[src/rtl/load_align_unit_if.sv]
// Load-path bus between the data-memory read port and the load_align_unit.
// master = request producer / result consumer, slave = the align unit.
interface load_align_unit_if #(
  parameter int DATA_W = 32,
  parameter int CNT_W  = 16
);
  localparam int OFF_W = $clog2(DATA_W / 8);

  logic              in_valid;
  logic              in_ready;
  logic [DATA_W-1:0] in_data;
  logic [OFF_W-1:0]  in_offset;
  logic [1:0]        in_size;
  logic              in_unsigned;
  logic              out_valid;
  logic              out_ready;
  logic [DATA_W-1:0] out_data;
  logic              out_misalign;
  logic [CNT_W-1:0]  misalign_cnt;

  modport master (
    output in_valid, in_data, in_offset, in_size, in_unsigned, out_ready,
    input  in_ready, out_valid, out_data, out_misalign, misalign_cnt
  );

  modport slave (
    input  in_valid, in_data, in_offset, in_size, in_unsigned, out_ready,
    output in_ready, out_valid, out_data, out_misalign, misalign_cnt
  );
endinterface

[src/rtl/load_align_unit.sv]
// Load aligner: extracts and extends the addressed byte/half/word/dword,
// flags misaligned or illegal accesses, and buffers results in a 2-entry FIFO.
module load_align_unit #(
  parameter int DATA_W = 32,
  parameter int CNT_W  = 16
) (
  input logic              clk,
  input logic              reset,
  load_align_unit_if.slave bus
);
  localparam int OFF_W = $clog2(DATA_W / 8);

  typedef struct packed {
    logic [DATA_W-1:0] data;
    logic              misalign;
  } entry_t;

  typedef enum logic [1:0] {EMPTY, ONE, FULL} occ_t;

  occ_t              state_q, state_d;
  entry_t            head_q, tail_q, new_entry;
  logic [CNT_W-1:0]  cnt_q;
  logic              push, pop;
  logic [DATA_W-1:0] shifted, mask, extended;
  logic              sign_bit, misalign;
  logic [OFF_W-1:0]  low_mask;

  // Ready depends only on registered occupancy, never on out_ready.
  assign bus.in_ready     = (state_q != FULL) && !reset;
  assign bus.out_valid    = (state_q != EMPTY);
  assign bus.out_data     = head_q.data;
  assign bus.out_misalign = head_q.misalign;
  assign bus.misalign_cnt = cnt_q;

  assign push = bus.in_valid && bus.in_ready;
  assign pop  = bus.out_valid && bus.out_ready;

  // Field mask and sign position follow the access size; dword uses the full word.
  always_comb begin
    shifted  = bus.in_data >> {bus.in_offset, 3'b000};
    mask     = '1;
    sign_bit = shifted[DATA_W-1];
    case (bus.in_size)
      2'd0: begin
        mask     = DATA_W'(8'hFF);
        sign_bit = shifted[7];
      end
      2'd1: begin
        mask     = DATA_W'(16'hFFFF);
        sign_bit = shifted[15];
      end
      2'd2: begin
        mask     = DATA_W'(32'hFFFF_FFFF);
        sign_bit = shifted[31];
      end
      default: ;
    endcase
    extended = shifted & mask;
    if (sign_bit && !bus.in_unsigned) begin
      extended = extended | ~mask;
    end
    low_mask = OFF_W'((32'd1 << bus.in_size) - 32'd1);
    misalign = (|(bus.in_offset & low_mask)) ||
               ((bus.in_size == 2'd3) && (DATA_W == 32));
    new_entry.data     = misalign ? '0 : extended;
    new_entry.misalign = misalign;
  end

  always_ff @(posedge clk or posedge reset) begin
    if (reset) begin
      state_q <= EMPTY;
    end else begin
      state_q <= state_d;
    end
  end

  always_comb begin
    state_d = state_q;
    case (state_q)
      EMPTY: if (push) state_d = ONE;
      ONE: begin
        if (push && !pop) begin
          state_d = FULL;
        end else if (!push && pop) begin
          state_d = EMPTY;
        end
      end
      FULL: if (pop) state_d = ONE;
      default: state_d = EMPTY;
    endcase
  end

  // The head register always feeds the outputs; the tail only holds a second entry.
  always_ff @(posedge clk or posedge reset) begin
    if (reset) begin
      head_q <= '0;
      tail_q <= '0;
    end else begin
      case (state_q)
        EMPTY: if (push) head_q <= new_entry;
        ONE: begin
          if (push && pop) begin
            head_q <= new_entry;
          end else if (push) begin
            tail_q <= new_entry;
          end
        end
        FULL: if (pop) head_q <= tail_q;
        default: ;
      endcase
    end
  end

  always_ff @(posedge clk or posedge reset) begin
    if (reset) begin
      cnt_q <= '0;
    end else if (push && new_entry.misalign && (cnt_q != '1)) begin
      cnt_q <= cnt_q + 1'b1;
    end
  end
endmodule

[src/flat_wrapper.sv]
// flat-port wrapper written by rule: the top's interface ports become plain ports
module load_align_unit_flat 
#(
  parameter int DATA_W = 32,
  parameter int CNT_W  = 16
)
  (clk, reset, bus_in_valid, bus_in_data, bus_in_offset, bus_in_size, bus_in_unsigned, bus_out_ready, bus_in_ready, bus_out_valid, bus_out_data, bus_out_misalign, bus_misalign_cnt);
  load_align_unit_if #(.DATA_W(DATA_W), .CNT_W(CNT_W)) bus_i ();
  input logic clk;
  input logic reset;
  input wire logic [$bits(bus_i.in_valid)-1:0] bus_in_valid;
  input wire logic [$bits(bus_i.in_data)-1:0] bus_in_data;
  input wire logic [$bits(bus_i.in_offset)-1:0] bus_in_offset;
  input wire logic [$bits(bus_i.in_size)-1:0] bus_in_size;
  input wire logic [$bits(bus_i.in_unsigned)-1:0] bus_in_unsigned;
  input wire logic [$bits(bus_i.out_ready)-1:0] bus_out_ready;
  output wire logic [$bits(bus_i.in_ready)-1:0] bus_in_ready;
  output wire logic [$bits(bus_i.out_valid)-1:0] bus_out_valid;
  output wire logic [$bits(bus_i.out_data)-1:0] bus_out_data;
  output wire logic [$bits(bus_i.out_misalign)-1:0] bus_out_misalign;
  output wire logic [$bits(bus_i.misalign_cnt)-1:0] bus_misalign_cnt;
  assign bus_i.in_valid = bus_in_valid;
  assign bus_i.in_data = bus_in_data;
  assign bus_i.in_offset = bus_in_offset;
  assign bus_i.in_size = bus_in_size;
  assign bus_i.in_unsigned = bus_in_unsigned;
  assign bus_i.out_ready = bus_out_ready;
  assign bus_in_ready = bus_i.in_ready;
  assign bus_out_valid = bus_i.out_valid;
  assign bus_out_data = bus_i.out_data;
  assign bus_out_misalign = bus_i.out_misalign;
  assign bus_misalign_cnt = bus_i.misalign_cnt;
  load_align_unit #(.DATA_W(DATA_W), .CNT_W(CNT_W)) u_core (.clk(clk), .reset(reset), .bus(bus_i));
endmodule
[config.mk]
export PLATFORM = sky130hd
export DESIGN_NAME = load_align_unit_flat
export DESIGN_NICKNAME = d
export VERILOG_FILES = /design/src/rtl/load_align_unit_if.sv /design/src/rtl/load_align_unit.sv /design/src/flat_wrapper.sv
export SDC_FILE = /design/constraint.sdc
export NUM_CORES = 1
export LEC_CHECK = 0
export ABC_AREA = 0
export CORE_MARGIN = 1.5
export CORE_UTILIZATION = 30
export DETAILED_ROUTE_END_ITERATION = 7
export PLACE_DENSITY = 0.49
export SLEW_MARGIN = 10
export SYNTH_ARGS = -nofsm -noshare
export SYNTH_HDL_FRONTEND = slang
export SYNTH_SLANG_ARGS = --single-unit
[constraint.sdc]
create_clock -name clk -period 3.6 [get_ports clk]
set_clock_uncertainty 0.1 [all_clocks]
set_input_delay 0.54 -clock clk [delete_from_list [all_inputs] [get_ports clk]]
set_output_delay 0.54 -clock clk [all_outputs]
set_load 0.01 [all_outputs]
Word-level counts from Yosys, hierarchy flattened
Index checks and enable logic that the tools add are counted.

operators by class
  bitwise logic cells = 5
  multiplexer cells = 13
  $add $sub $neg = 2
  shift operators = 2
  equality and inequality tests = 10
  reductions and logical operators = 22

operators by type and width
  cell                                                             count
  33-bit two-way mux                                               3
  33-bit case mux with 3 select lines                              1
  32-bit two-way mux                                               2
  32-bit case mux with 2 select lines                              1
  32-bit AND                                                       1
  32-bit NOT                                                       1
  32-bit bitwise OR                                                1
  32-bit by 5-bit >> shifter with 32-bit output                    1
  16-bit by 1-bit adder with 16-bit output, second input constant  1
  16-bit != test, second input constant                            1
  1-bit logical AND                                                9
  2-bit two-way mux                                                4
  2-bit by 1-bit != test with 1-bit output, second input constant  3
  2-bit case mux with 3 select lines                               1
  3-bit AND reduction                                              2
  2-bit by 1-bit == test with 1-bit output, second input constant  2
  2-bit == test, second input constant                             2
  1-bit logical NOT                                                4
  2-bit logical NOT                                                2
  4-bit AND reduction                                              1
  3-bit by 1-bit != test with 1-bit output, second input constant  1
  3-bit nonzero test                                               1
  2-bit AND                                                        1
  2-bit != test, second input constant                             1
  7 further kinds                                                  7

word-level totals
  output and inout port bits = 51
  register bits = 84
  logic and storage cells = 60
  bits of input ports = 41

Logic depth before layout (Yosys ltp)
  depth after elaboration = 8
  gate-level depth with buffers = 10
  depth with buffers taken out = 7

Worst setup path after synthesis
Ideal clock, no wire load.

  path type = input -> register
  start = in bus_in_size[0]
  end = reg u_core.cnt_q[8], in the netlist u_core.bus.misalign_cnt[8]
  arrival time = 2.268 ns
  setup time = 0.079 ns
  path slack = 1.152 ns
  data required time = 3.421 ns
  stages on the path = 9
  cells stage by stage = buf_6 -> nor2_2 -> inv_2 -> ha_1 -> and2b_4 -> o211ai_4 -> buf_4 -> nor4_2 -> xor2_1

on the way
  cells in the longest elaborated chain, start to end = 7
  elaborated cells on any way between the ends = 8
  those cells by class = add/sub (1); eq/ne (1); shift (1); bitwise (1); reduce/logical (4)

RTL lines
  item                                         RTL line                RTL
  start, declared                              flat_wrapper.sv:14      input wire logic [$bits(bus_i.in_size)-1:0] bus_in_size;
  1-bit by 2-bit << shifter with 2-bit output  load_align_unit.sv:62   low_mask = OFF_W'((32'd1 << bus.in_size) - 32'd1);
  2-bit by 1-bit subtractor with 2-bit output  load_align_unit.sv:62
  2-bit AND                                    load_align_unit.sv:63   misalign = (|(bus.in_offset & low_mask)) ||
  2-bit OR reduction                           load_align_unit.sv:63
  1-bit logical OR *                           load_align_unit.sv:63
  1-bit logical AND * (2 in series)            load_align_unit.sv:117  end else if (push && new_entry.misalign && (cnt_q != '1)) begin
  end signal, assigned                         load_align_unit.sv:118  cnt_q <= cnt_q + 1'b1;
  end, declared                                load_align_unit.sv:22   logic [CNT_W-1:0] cnt_q;

Every way passes the cells marked *; elsewhere a longest branch is shown, timed or not.
A chain may end at the register's enable or synchronous reset.

Worst setup path after layout
  start = in bus_in_size[1]
  end = reg u_core.cnt_q[1], in the netlist u_core.bus.misalign_cnt[1]

Same word-level chain as after synthesis.

==> out/metrics.yaml <==
power_and_ir_drop:
  power.internal_mw: 2.270
  combPwrFrac_pct: 26.3
  seqPwrFrac_pct: 41.1
  power.share.clock_pct: 32.6
  ir_drop_mv: 0.2140
  power.total_mw: 3.230
  switching_share_pct: 29.71
  power.switching_uw: 959.7
  p_per_area_nw_per_um2: 525.9
  p_leak_nw: 2.521
global_route:
  grt_pass1_wl_um: 22360
  grt_overflow_total: 0
  grt_max_degree: 38
  antenna_found_initial: 0
  track_usage_pct: 17.89
  first_global_vias: 3903
routing:
  drtPass1Iterations: 7
  via_per_inst: 5.240
  dr.first_iter.drc_count: 347
  wl_per_cell_um: 19.06
  drc: 0
  wl_um: 14290
  ant_nets: 0
  vias: 3930
final_layout:
  antennaDiodeCount: 0
  layout_common_cells: "clkdlybuf4s50_1, dfrtp_1, nand2_1"
  layout-drive-gt1-share_pct: 13.54
  final_util_pct: 40.25
  final_nets: 579
  area_growth_pct: 30.42
  final_common_cell: "clkdlybuf4s50_1"
floorplan:
  dieArea_um2: 16460
  io_pins: 92
  die_w_um: 128.3
  start_util_pct: 30.87
  num_rows: 45
  fp.coreArea_um2: 15260
  die_y_um: 128.3
critical_path:
  crit_path_max_fanout: 15
  required_ns: 3.72
  cp_cell_sequence: "clkdlybuf4s50_1 > nor2_2 > inv_2 > ha_1 > and2b_4 > o211ai_4 > a21oi_1 > mux2_1"
  cp_slowest_cell: "clkdlybuf4s50_1"
  critPathLaunchType: "input pin"
  critPathMaxStageDelay_ns: 0.50
  crit_arrival_ns: 2.93
  end_kind: "flop"
  path_class: "in2reg"
clocking:
  clk_path_buf_depth: 2
  insertion_delay_ns: 0.34
  cts_setup_buffers: 0
  cts.sinks: 84
  cts_tree: "yes"
  htree_levels: 3
  cts_root_buf: "clkbuf_16"
  postCtsHoldBufs: 0
  cts_resized: 0
  path_clk_slew_ns: 0.06
  cts_buffers: 9
synthesis:
  ys_types: 62
  avgSynthCellArea_um2: 10.35
  ys_async_sr_fraction_pct: 100.0
  yosys.area.top_type: "dfrtp_1"
  yosysTopAreaCellShare_pct: 44.63
  ys_seq_area_share_pct: 44.63
  syn_inst: 455
  synthFlopType: "dfrtp_1"
  synth_area_leaders: "dfrtp_1, mux2i_1, nand2_1"
  synth_edf_count: 0
  ys_warn_count: 0
  syn_area_um2: 4710
  ys_ff_latch: 84
  syn-num-nets: 498
placement:
  routabilityCongestion: 0.7630
  dp_hpwl_um: 9977
  portBuffers: 91
timing:
  tightest_slew_ns: 0.7940
  rsz0062_at_grt: "no"
  finalCritPeriodShare_pct: 77.93
  setup_viol: 0
  slew_viol_final: 0
  fin_tns_setup_ns: 0
  hold_viol: 0
  max_freq_mhz: 356.4
  maxSlewHeadroom_pct: 47.06
  final.min_clock_period_ns: 2.805
hold_path:
  hold_class: "reg2reg"
flow_run:
  maxCapViolCount: 0
outcome:
  status: "finished clean"
-- power groups by stage --
stage | registers [mW] | clock network [mW] | logic, mW
5_1_grt | 1.36 | 1.12 | 0.928
4_1_cts | 1.33 | 1.08 | 0.860
3_5_place_dp | 1.34 | 0 | 0.858
2_1_floorplan | 1.34 | 0 | 0.445
3_3_place_gp | 1.33 | 0 | 0.842
6_report | 1.33 | 1.05 | 0.850
-- sequential cells by signal, summed over array words and instances (netlist names) --
signal	count
u_core.bus.out_data	32
u_core.state_q	2
u_core.bus.out_misalign	1
u_core.tail_q	33
u_core.bus.misalign_cnt	16
-- critical path, delay by kind of cell --
kind	cells	cell delay, ns
simple gates	2	0.65
buf+inv	2	0.61
compound gates	2	0.47
mux	1	0.35
fa+ha+maj	1	0.30
-- worst paths after layout --
path | slack [ns] | end | start | cells after the start
max | 0.79 | u_core.bus.misalign_cnt[1] | bus_in_size[1] | 8
min | 0.37 | u_core.tail_q[4] | u_core.tail_q[4] | 2
max reg2reg | 1.13 | u_core.bus.out_data[7] | u_core.state_q[1] | 4
min reg2reg | 0.37 | u_core.tail_q[4] | u_core.tail_q[4] | 2
max in group asynchronous | 1.93 | u_core.tail_q[3] | reset | 3
min in group asynchronous | 0.66 | u_core.state_q[0] | reset | 2
-- per-layer routing --
layer | part of all wire, % | GRT usage [%]
met2 | 45 | 26.66
met3 | 4.3 | 3.005
met1 | 49 | 25.63
met4 | 1.9 | 7.469
met5 | 0 | 0
-- synthesized netlist by cell type, drive strengths merged (2+ instances only) --
cell and n:
a211o 8, a211oi 19, a21oi 11, a221oi 7
a31o 2, a31oi 10, and2 10, and3 2
and4 2, buf 19, clkbuf 19, dfrtp 84
ha 2, inv 11, mux2 3, mux2i 31
nand2 44, nand2b 3, nand3 28, nand4 5
nand4b 9, nor2 32, nor2b 4, nor3 2
nor4 8, o21ai 10, o221a 8, o22a 8
o311ai 9, o31ai 10, o41ai 2, or2 4
or3b 2, xor2 15
-- layout make-up --
class | instances | area [um2]
Clock inverter | 5 | 102.6
Multi-Input combinational cell | 322 | 2367
Timing Repair Buffer | 108 | 1039
Tap cell | 211 | 264.0
Clock buffer | 9 | 225.2
Inverter | 11 | 42.54
Sequential cell | 84 | 2102
Fill cell | 1505 | 9116
-- stage by stage --
step / std cells / worst slack (ns) / instance area, um2 / hold WS (ns)
finish: 750 / 0.7945 / 6142 / 0.3675
global route: 750 / 0.6888 / 6142 / 0.3989
CTS: 750 / 0.7957 / 6142 / 0.3706
detailed placement: 736 / 0.4380 / 5814 / 0.3547
global placement: 736 / 0.4899 / 5814 / 0.3500
floorplan: 455 / 0.7949 / 4710 / 0.3378
-- cell families after synthesis --
family / count (synthesis) / synth area share, %
DFF: 84 / 44.63
AOI/OAI and AO/OA: 110 / 19.77
buffers and inverters: 49 / 5.101
xor gates and xnor gates: 16 / 2.976
muxes: 34 / 7.306
adders and majority gates: 3 / 0.7704
and+or+nand+nor: 159 / 19.45
Note: power is estimated with default switching activity, not from simulation.
